[src/rtl/fetch_stage_if.sv]
// fetch_stage_if: req/ack instruction-memory handshake between fetch stage and memory
interface fetch_stage_if;
    logic        req;
    logic [31:0] addr;
    logic        ack;
    logic [31:0] rdata;
    modport master(output req, addr, input ack, rdata);
    modport slave(input req, addr, output ack, rdata);
endinterface

[src/rtl/fetch_stage.sv]
// fetch_stage: PC owner, variable-latency imem handshake and IF/ID pipeline register
module fetch_stage #(
    parameter logic [31:0] RESET_PC = 32'h0000_0000
) (
    input  logic                 clk,
    input  logic                 rst_n,
    input  logic                 stall_i,
    input  logic                 flush_i,
    input  logic [31:0]          branch_target_i,
    fetch_stage_if.master        imem,
    output logic                 if_valid_o,
    output logic [31:0]          if_inst_o,
    output logic [31:0]          if_pc4_o
);
    typedef enum logic [1:0] {IDLE, FETCH, HOLD} state_t;

    state_t      state_q;
    logic [31:0] pc_q, redir_pc_q, hold_inst_q, hold_pc4_q, if_inst_q, if_pc4_q;
    logic        redir_pend_q, if_valid_q;
    logic [31:0] pc4_d, target_d;

    assign pc4_d      = pc_q + 32'd4;
    assign target_d   = {branch_target_i[31:2], 2'b00};
    assign imem.req   = state_q == FETCH;
    assign imem.addr  = pc_q;
    assign if_valid_o = if_valid_q;
    assign if_inst_o  = if_inst_q;
    assign if_pc4_o   = if_pc4_q;

    // Fetch FSM: a flush seen while waiting is remembered so the in-flight word is discarded on ack
    always_ff @(posedge clk or negedge rst_n) begin
        if (!rst_n) begin
            state_q      <= IDLE;
            pc_q         <= RESET_PC;
            redir_pend_q <= 1'b0;
            redir_pc_q   <= 32'h0;
            hold_inst_q  <= 32'h0;
            hold_pc4_q   <= 32'h0;
            if_valid_q   <= 1'b0;
            if_inst_q    <= 32'h0;
            if_pc4_q     <= 32'h0;
        end else begin
            case (state_q)
                IDLE: state_q <= FETCH;
                FETCH: begin
                    if (imem.ack) begin
                        if (flush_i || redir_pend_q) begin
                            pc_q         <= flush_i ? target_d : redir_pc_q;
                            redir_pend_q <= 1'b0;
                            if_valid_q   <= 1'b0;
                        end else if (stall_i) begin
                            hold_inst_q <= imem.rdata;
                            hold_pc4_q  <= pc4_d;
                            pc_q        <= pc4_d;
                            state_q     <= HOLD;
                        end else begin
                            if_inst_q  <= imem.rdata;
                            if_pc4_q   <= pc4_d;
                            if_valid_q <= 1'b1;
                            pc_q       <= pc4_d;
                        end
                    end else begin
                        if (flush_i) begin
                            redir_pend_q <= 1'b1;
                            redir_pc_q   <= target_d;
                        end
                        if (!stall_i || flush_i) if_valid_q <= 1'b0;
                    end
                end
                HOLD: begin
                    if (flush_i) begin
                        pc_q       <= target_d;
                        if_valid_q <= 1'b0;
                        state_q    <= FETCH;
                    end else if (!stall_i) begin
                        if_inst_q  <= hold_inst_q;
                        if_pc4_q   <= hold_pc4_q;
                        if_valid_q <= 1'b1;
                        state_q    <= FETCH;
                    end
                end
                default: state_q <= IDLE;
            endcase
        end
    end
endmodule
[src/flat_wrapper.sv]
// flat-port wrapper written by rule: the top's interface ports become plain ports
module fetch_stage_flat 
#(
    parameter logic [31:0] RESET_PC = 32'h0000_0000
)
  (clk, rst_n, stall_i, flush_i, branch_target_i, if_valid_o, if_inst_o, if_pc4_o, imem_req, imem_addr, imem_ack, imem_rdata);
  fetch_stage_if imem_i ();
  input  logic clk;
  input  logic rst_n;
  input  logic stall_i;
  input  logic flush_i;
  input  logic [31:0] branch_target_i;
  output logic if_valid_o;
  output logic [31:0] if_inst_o;
  output logic [31:0] if_pc4_o;
  output wire logic [$bits(imem_i.req)-1:0] imem_req;
  output wire logic [$bits(imem_i.addr)-1:0] imem_addr;
  input wire logic [$bits(imem_i.ack)-1:0] imem_ack;
  input wire logic [$bits(imem_i.rdata)-1:0] imem_rdata;
  assign imem_req = imem_i.req;
  assign imem_addr = imem_i.addr;
  assign imem_i.ack = imem_ack;
  assign imem_i.rdata = imem_rdata;
  fetch_stage #(.RESET_PC(RESET_PC)) u_core (.clk(clk), .rst_n(rst_n), .stall_i(stall_i), .flush_i(flush_i), .branch_target_i(branch_target_i), .imem(imem_i), .if_valid_o(if_valid_o), .if_inst_o(if_inst_o), .if_pc4_o(if_pc4_o));
endmodule
[config.mk]
export PLATFORM = sky130hd
export DESIGN_NAME = fetch_stage_flat
export DESIGN_NICKNAME = d
export VERILOG_FILES = /design/src/rtl/fetch_stage_if.sv /design/src/rtl/fetch_stage.sv /design/src/flat_wrapper.sv
export SDC_FILE = /design/constraint.sdc
export NUM_CORES = 1
export LEC_CHECK = 0
export BUFFER_PORTS_ARGS = -buffer_cell sky130_fd_sc_hd__buf_2
export CAP_MARGIN = 20
export CORE_ASPECT_RATIO = 0.5
export CORE_MARGIN = 3
export CORE_UTILIZATION = 53
export CTS_BUF_LIST = sky130_fd_sc_hd__clkbuf_8
export CTS_CLUSTER_DIAMETER = 50
export DETAILED_ROUTE_END_ITERATION = 8
export PLACE_DENSITY = 0.83
export RECOVER_POWER = 50
export REMOVE_ABC_BUFFERS = 1
export SLEW_MARGIN = 30
export SYNTH_ARGS = -nofsm -noshare
export SYNTH_HDL_FRONTEND = slang
export SYNTH_SLANG_ARGS = --single-unit
[constraint.sdc]
create_clock -name clk -period 2.3 [get_ports clk]
set_clock_uncertainty 0.1 [all_clocks]
set_input_delay 0 -clock clk [delete_from_list [all_inputs] [get_ports clk]]
set_output_delay 0 -clock clk [all_outputs]
set_load 0.03 [all_outputs]
## Word level (Yosys, flattened, before mapping)

Index checks and enable logic that the tools add are counted.

| word-level totals | value |
|---|---|
| flip-flop bits (word level) | 196 |
| bits of input ports | 69 |
| logic and storage cells | 69 |

| operators by class | value |
|---|---|
| add/subtract/negate cells | 1 |
| equality and inequality tests | 12 |
| muxes and demuxes | 32 |
| bitwise operators | 2 |
| reduce and logical (&&, ||, !) cells | 13 |

Operator list:

| cell | number |
|---|---|
| $mux W32 | 14 |
| $pmux W32 S2 | 3 |
| $add A32 B3 Y32 const B | 1 |
| $ne A2 B2 Y1 const B | 6 |
| $mux W2 | 5 |
| $mux W1 | 8 |
| $reduce_and A4 Y1 | 2 |
| $pmux W2 S3 | 1 |
| $reduce_and A3 Y1 | 2 |
| $reduce_and A6 Y1 | 1 |
| $ne A2 B1 Y1 const B | 2 |
| $reduce_and A2 Y1 | 2 |
| $reduce_bool A2 Y1 | 2 |
| $ne A3 B1 Y1 const B | 1 |
| $ne A3 B3 Y1 const B | 1 |
| $eq A2 B1 Y1 const B | 1 |
| $eq A2 B2 Y1 const B | 1 |
| $logic_not A2 Y1 | 1 |
| $logic_or A1 B1 Y1 | 2 |
| $not A1 Y1 | 2 |
| $pmux W1 S2 | 1 |
| $logic_not A1 Y1 | 1 |

## Depth between registers and ports, before layout

| logic depth | value |
|---|---|
| depth in word-level cells | 5 |
| mapped depth | 9 |

## Worst setup path after synthesis

Ideal clock, no wire load.

| timing path | value |
|---|---|
| path type | flip-flop to flip-flop |
| start | reg u_core.pc_q[2], in the netlist u_core.imem.addr[2] |
| end | reg u_core.pc_q[26], in the netlist u_core.imem.addr[26] |
| setup time | 127 ps |
| arrival | 2223 ps |
| data required time | 2073 ps |
| setup slack | -150 ps |
| stages on the path, launching flop included | 8 |
| period minus slack after synthesis | 2450 ps |
| path through | dfrtp_1 > ha_1 > and3_1 > buf_2 > nand4_1 > or3_1 > o21ai_0 > o2bb2a_1 |

| between the ends | value |
|---|---|
| cells in the longest elaborated chain, start to end | 4 |

Ends and longest elaborated chain:

| item | line | source |
|---|---|---|
| from (decl) | fetch_stage.sv:18 | `logic [31:0] pc_q, redir_pc_q, hold_inst_q, hold_pc4_q, if_inst_q, if_pc4_q;` |
| from (signal assigned) | fetch_stage.sv:48 | `pc_q <= flush_i ? target_d : redir_pc_q;` |
| from (signal assigned) | fetch_stage.sv:54 | `pc_q <= pc4_d;` |
| from (signal assigned) | fetch_stage.sv:60 | `pc_q <= pc4_d;` |
| $add A32 B3 Y32 | fetch_stage.sv:22 | `assign pc4_d = pc_q + 32'd4;` |
| $mux W32 | fetch_stage.sv:47 | `if (flush_i \|\| redir_pend_q) begin` |
| $mux W32 | fetch_stage.sv:46 | `if (imem.ack) begin` |
| $pmux W32 S2 | fetch_stage.sv:43 | `case (state_q)` |

Every way passes these cells. The select of a mux whose other input is x is not followed.
A chain may end at the register's enable or synchronous reset.

## Final worst setup path

| timing path | value |
|---|---|
| start | reg u_core.pc_q[3], in the netlist u_core.imem.addr[3] |
| end | reg u_core.pc_q[26], in the netlist u_core.imem.addr[26] |

Same word-level chain as after synthesis.

==> results_dict.tcl <==
set metrics [dict create \
    fin_area_mm2 0.0118 \
    remaining_drc_errors 0 \
    hold_start "flush_i" \
    diodes 0 \
    grt_pass1_wl_mm 44.5 \
    cts_tree "yes" \
    synth_edf_count 0 \
    boundaryPins 167 \
    routedWlPerCell_um 19.0 \
    yosysSeqAreaShare_pct 51.8 \
    layout.nets 1293 \
    fill_cells 1267 \
    cts.path.max_buffers 2 \
    vias 8787 \
    first_pass_iters 5 \
    chipHeight_um 100 \
    postPlaceCellArea_mm2 0.0109 \
    cts_num_sinks 196 \
    tightest_slew_ns 1.45 \
    setup_ws_ns 0.0737 \
    min_path_type "in2reg" \
    grt_pass1_vias 8736 \
    ant_nets 0 \
    cp_cell_sequence "ha_1 -> and3_1 -> nand4_1 -> or3_4 -> o21ai_0 -> o2bb2a_1" \
    start_kind "flip-flop" \
    place_ws_ns 0.0405 \
    reg2reg_depth 6 \
    coreArea_mm2 0.0169 \
    synthFlopType "dfrtp_1" \
    root_buffer "clkbuf_8" \
    whs_path_depth 3 \
    synth.distinct_cells 60 \
    io_buffer_count 164 \
    avgSynthCellArea_um2 9.61 \
    grt_start_max_net_pins 67 \
    area_growth_pct 25.1 \
    drive_gt1_share_pct 24.5 \
    wl_mm 27.8 \
    period_share_pct 96.8 \
    critPathKind "reg2reg" \
    layout_common_cells "192 x dfrtp_1, 150 x nand2_1, 115 x buf_2" \
    die_area_mm2 0.0196 \
    r2r-end "u_core.imem.addr[26]" \
    grt.overflow.total 0 \
    crit_end "u_core.imem.addr[26]" \
    final_common_cell "dfrtp_1" \
    synthCells 984 \
    cp.required_ns 2.54 \
    relSlewSlack_pct 3.08 \
    gp_congestion 0.924 \
    syn_area_mm2 0.00946 \
    status "finished, final reports clean" \
    crit_path_max_fanout 5 \
    p_leak_uw 0.00521 \
    worstSetupEndpointType "flip-flop" \
    max-vdd-ir-drop_uv 574 \
    clk_latency_ns 0.46 \
    path_clk_slew_ns 0.11 \
    drt_iter0_drc 816 \
    cpPeakStageDelay_ns 0.47 \
    hold_viol 0 \
    power_density_mw_per_mm2 993 \
    track_usage_pct 28.3 \
    maxCapViolCount 0 \
    dp_hpwl_mm 18.6 \
    cpMaxStageDelayCell "or3_4" \
    start_util_pct 55.9 \
    r2r-start "u_core.imem.addr[3]" \
    synth-seq-cells 196 \
    vias_per_cell 6.01 \
    regToRegSetupSlack_ns 0.07 \
    crit_start "u_core.imem.addr[3]" \
    finalSetupViolations 0 \
    finalMaxSlewViolations 0 \
    htree_levels 4 \
    ys_warn_count 0 \
    antenna_found_initial 0 \
    die_w_um 195 \
    async_reset_ff_share_pct 100 \
    fin_crit_ns 2.23 \
    numCtsBuffers 17 \
    rows 33 \
    critPathArrivalTime_ns 2.47 \
    fmax_mhz 449 \
]
registers in the layout, indices dropped and copies added, names as in the netlist:
| name | count |
|---|---|
| u_core.redir_pc_q | 32 |
| u_core.if_valid_o | 1 |
| u_core.hold_pc4_q | 32 |
| u_core.if_inst_o | 32 |
| u_core.hold_inst_q | 32 |
| u_core.state_q | 2 |
| u_core.if_pc4_o | 32 |
| u_core.imem.addr | 32 |
| u_core.redir_pend_q | 1 |
routing by layer:
| layer | track usage, % | vias to the layer above | wire (um) |
|---|---|---|---|
| met5 | 0 | - | 0 |
| met4 | 10.1 | 0 | 673 |
| met3 | 5.34 | 70 | 2570 |
| met2 | 47.8 | 517 | 13400 |
| met1 | 37.3 | 4229 | 11200 |
| li1 | - | 3971 | - |
how the worst min path moves through the flow:
stage,endpoint,slack [ns]
final,u_core.imem.addr[10],0.13
after global routing,u_core.imem.addr[10],0.13
after CTS,u_core.if_pc4_o[6],0.04
after detailed placement,u_core.hold_pc4_q[7],-0.09
after global placement,u_core.if_pc4_o[7],-0.10
after floorplan,u_core.hold_inst_q[0],-0.40
what timing repair did:
| item | CTS | global route |
|---|---|---|
| setup buffers | 0 | 3 |
| hold buffers | 66 | 0 |
| gates resized for setup | 0 | 8 |
| endpoints found under the hold margin | 322 | 0 |
| endpoints found under the setup margin | 0 | 20 |
power breakdown:
group	leakage, uW	switching (uW)	total [uW]	internal, uW
logic	0.00268	2830	4390	1570
registers	0.00234	711	5260	4540
clock network	0.000188	1290	2100	810
Yosys cell counts (all sizes together) (7+ instances only):
master,count,share of area [%]
inv,23,0.91
xnor2,16,1.5
nor3,34,1.8
clkbuf,62,2.5
nand2,150,6.0
nand4,7,0.62
nor2,77,3.1
nand3,26,1.4
a21oi,40,2.1
buf,12,0.65
a31oi,45,3.0
dfrtp,196,52
mux2,71,8.5
and3,8,0.53
nor4,11,0.79
mux2i,7,0.74
o211ai,10,0.79
o31a,10,0.93
nor2b,13,0.86
o21ai,83,4.4
cells by family (layout without fill, tap and decap cells):
kind of cell,Yosys count,count (layout),share of synthesized area (%)
XOR/XNOR,19,19,1.76
adder cells (fa/ha/maj),1,1,0.132
AND/OR/NAND/NOR,352,352,17.1
multiplexers,78,78,9.19
buffers and inverters,97,349,4.03
AO/OA/AOI/OAI,241,241,15.9
flip-flops,196,196,51.8
cell type report:
type	instances	area [um^2]	share of cell area, %
flip-flops and latches	196	4910	41.5
inverters	23	86.3	0.729
well taps	227	284	2.40
repair buffers	294	1960	16.6
multi-input cells	691	4230	35.7
clock inverters	14	115	0.973
clock buffers	18	248	2.09
critical path, delay by kind of cell (launching register included):
kind / cells / cell delay [ns]
adders and majority gates: 1 / 0.21
DFF: 1 / 0.44
and+or+nand+nor: 3 / 0.98
AOI/OAI and AO/OA: 2 / 0.39
per-stage QoR:
stage	hold WS, ns	std cells	utilization (%)	total power, uW	TNS (ns)
floorplan	-0.396	910	-	7980	-389.12
global placement	-0.101	1362	64.2	9410	0
detailed placement	-0.0941	1362	64.2	9610	0
CTS	0.0387	1460	70.4	11800	0
global route	0.134	1463	69.9	12400	-0.00453
finish	0.132	1463	69.9	11700	0
No activity file was read; power rests on OpenSTA's default activity.
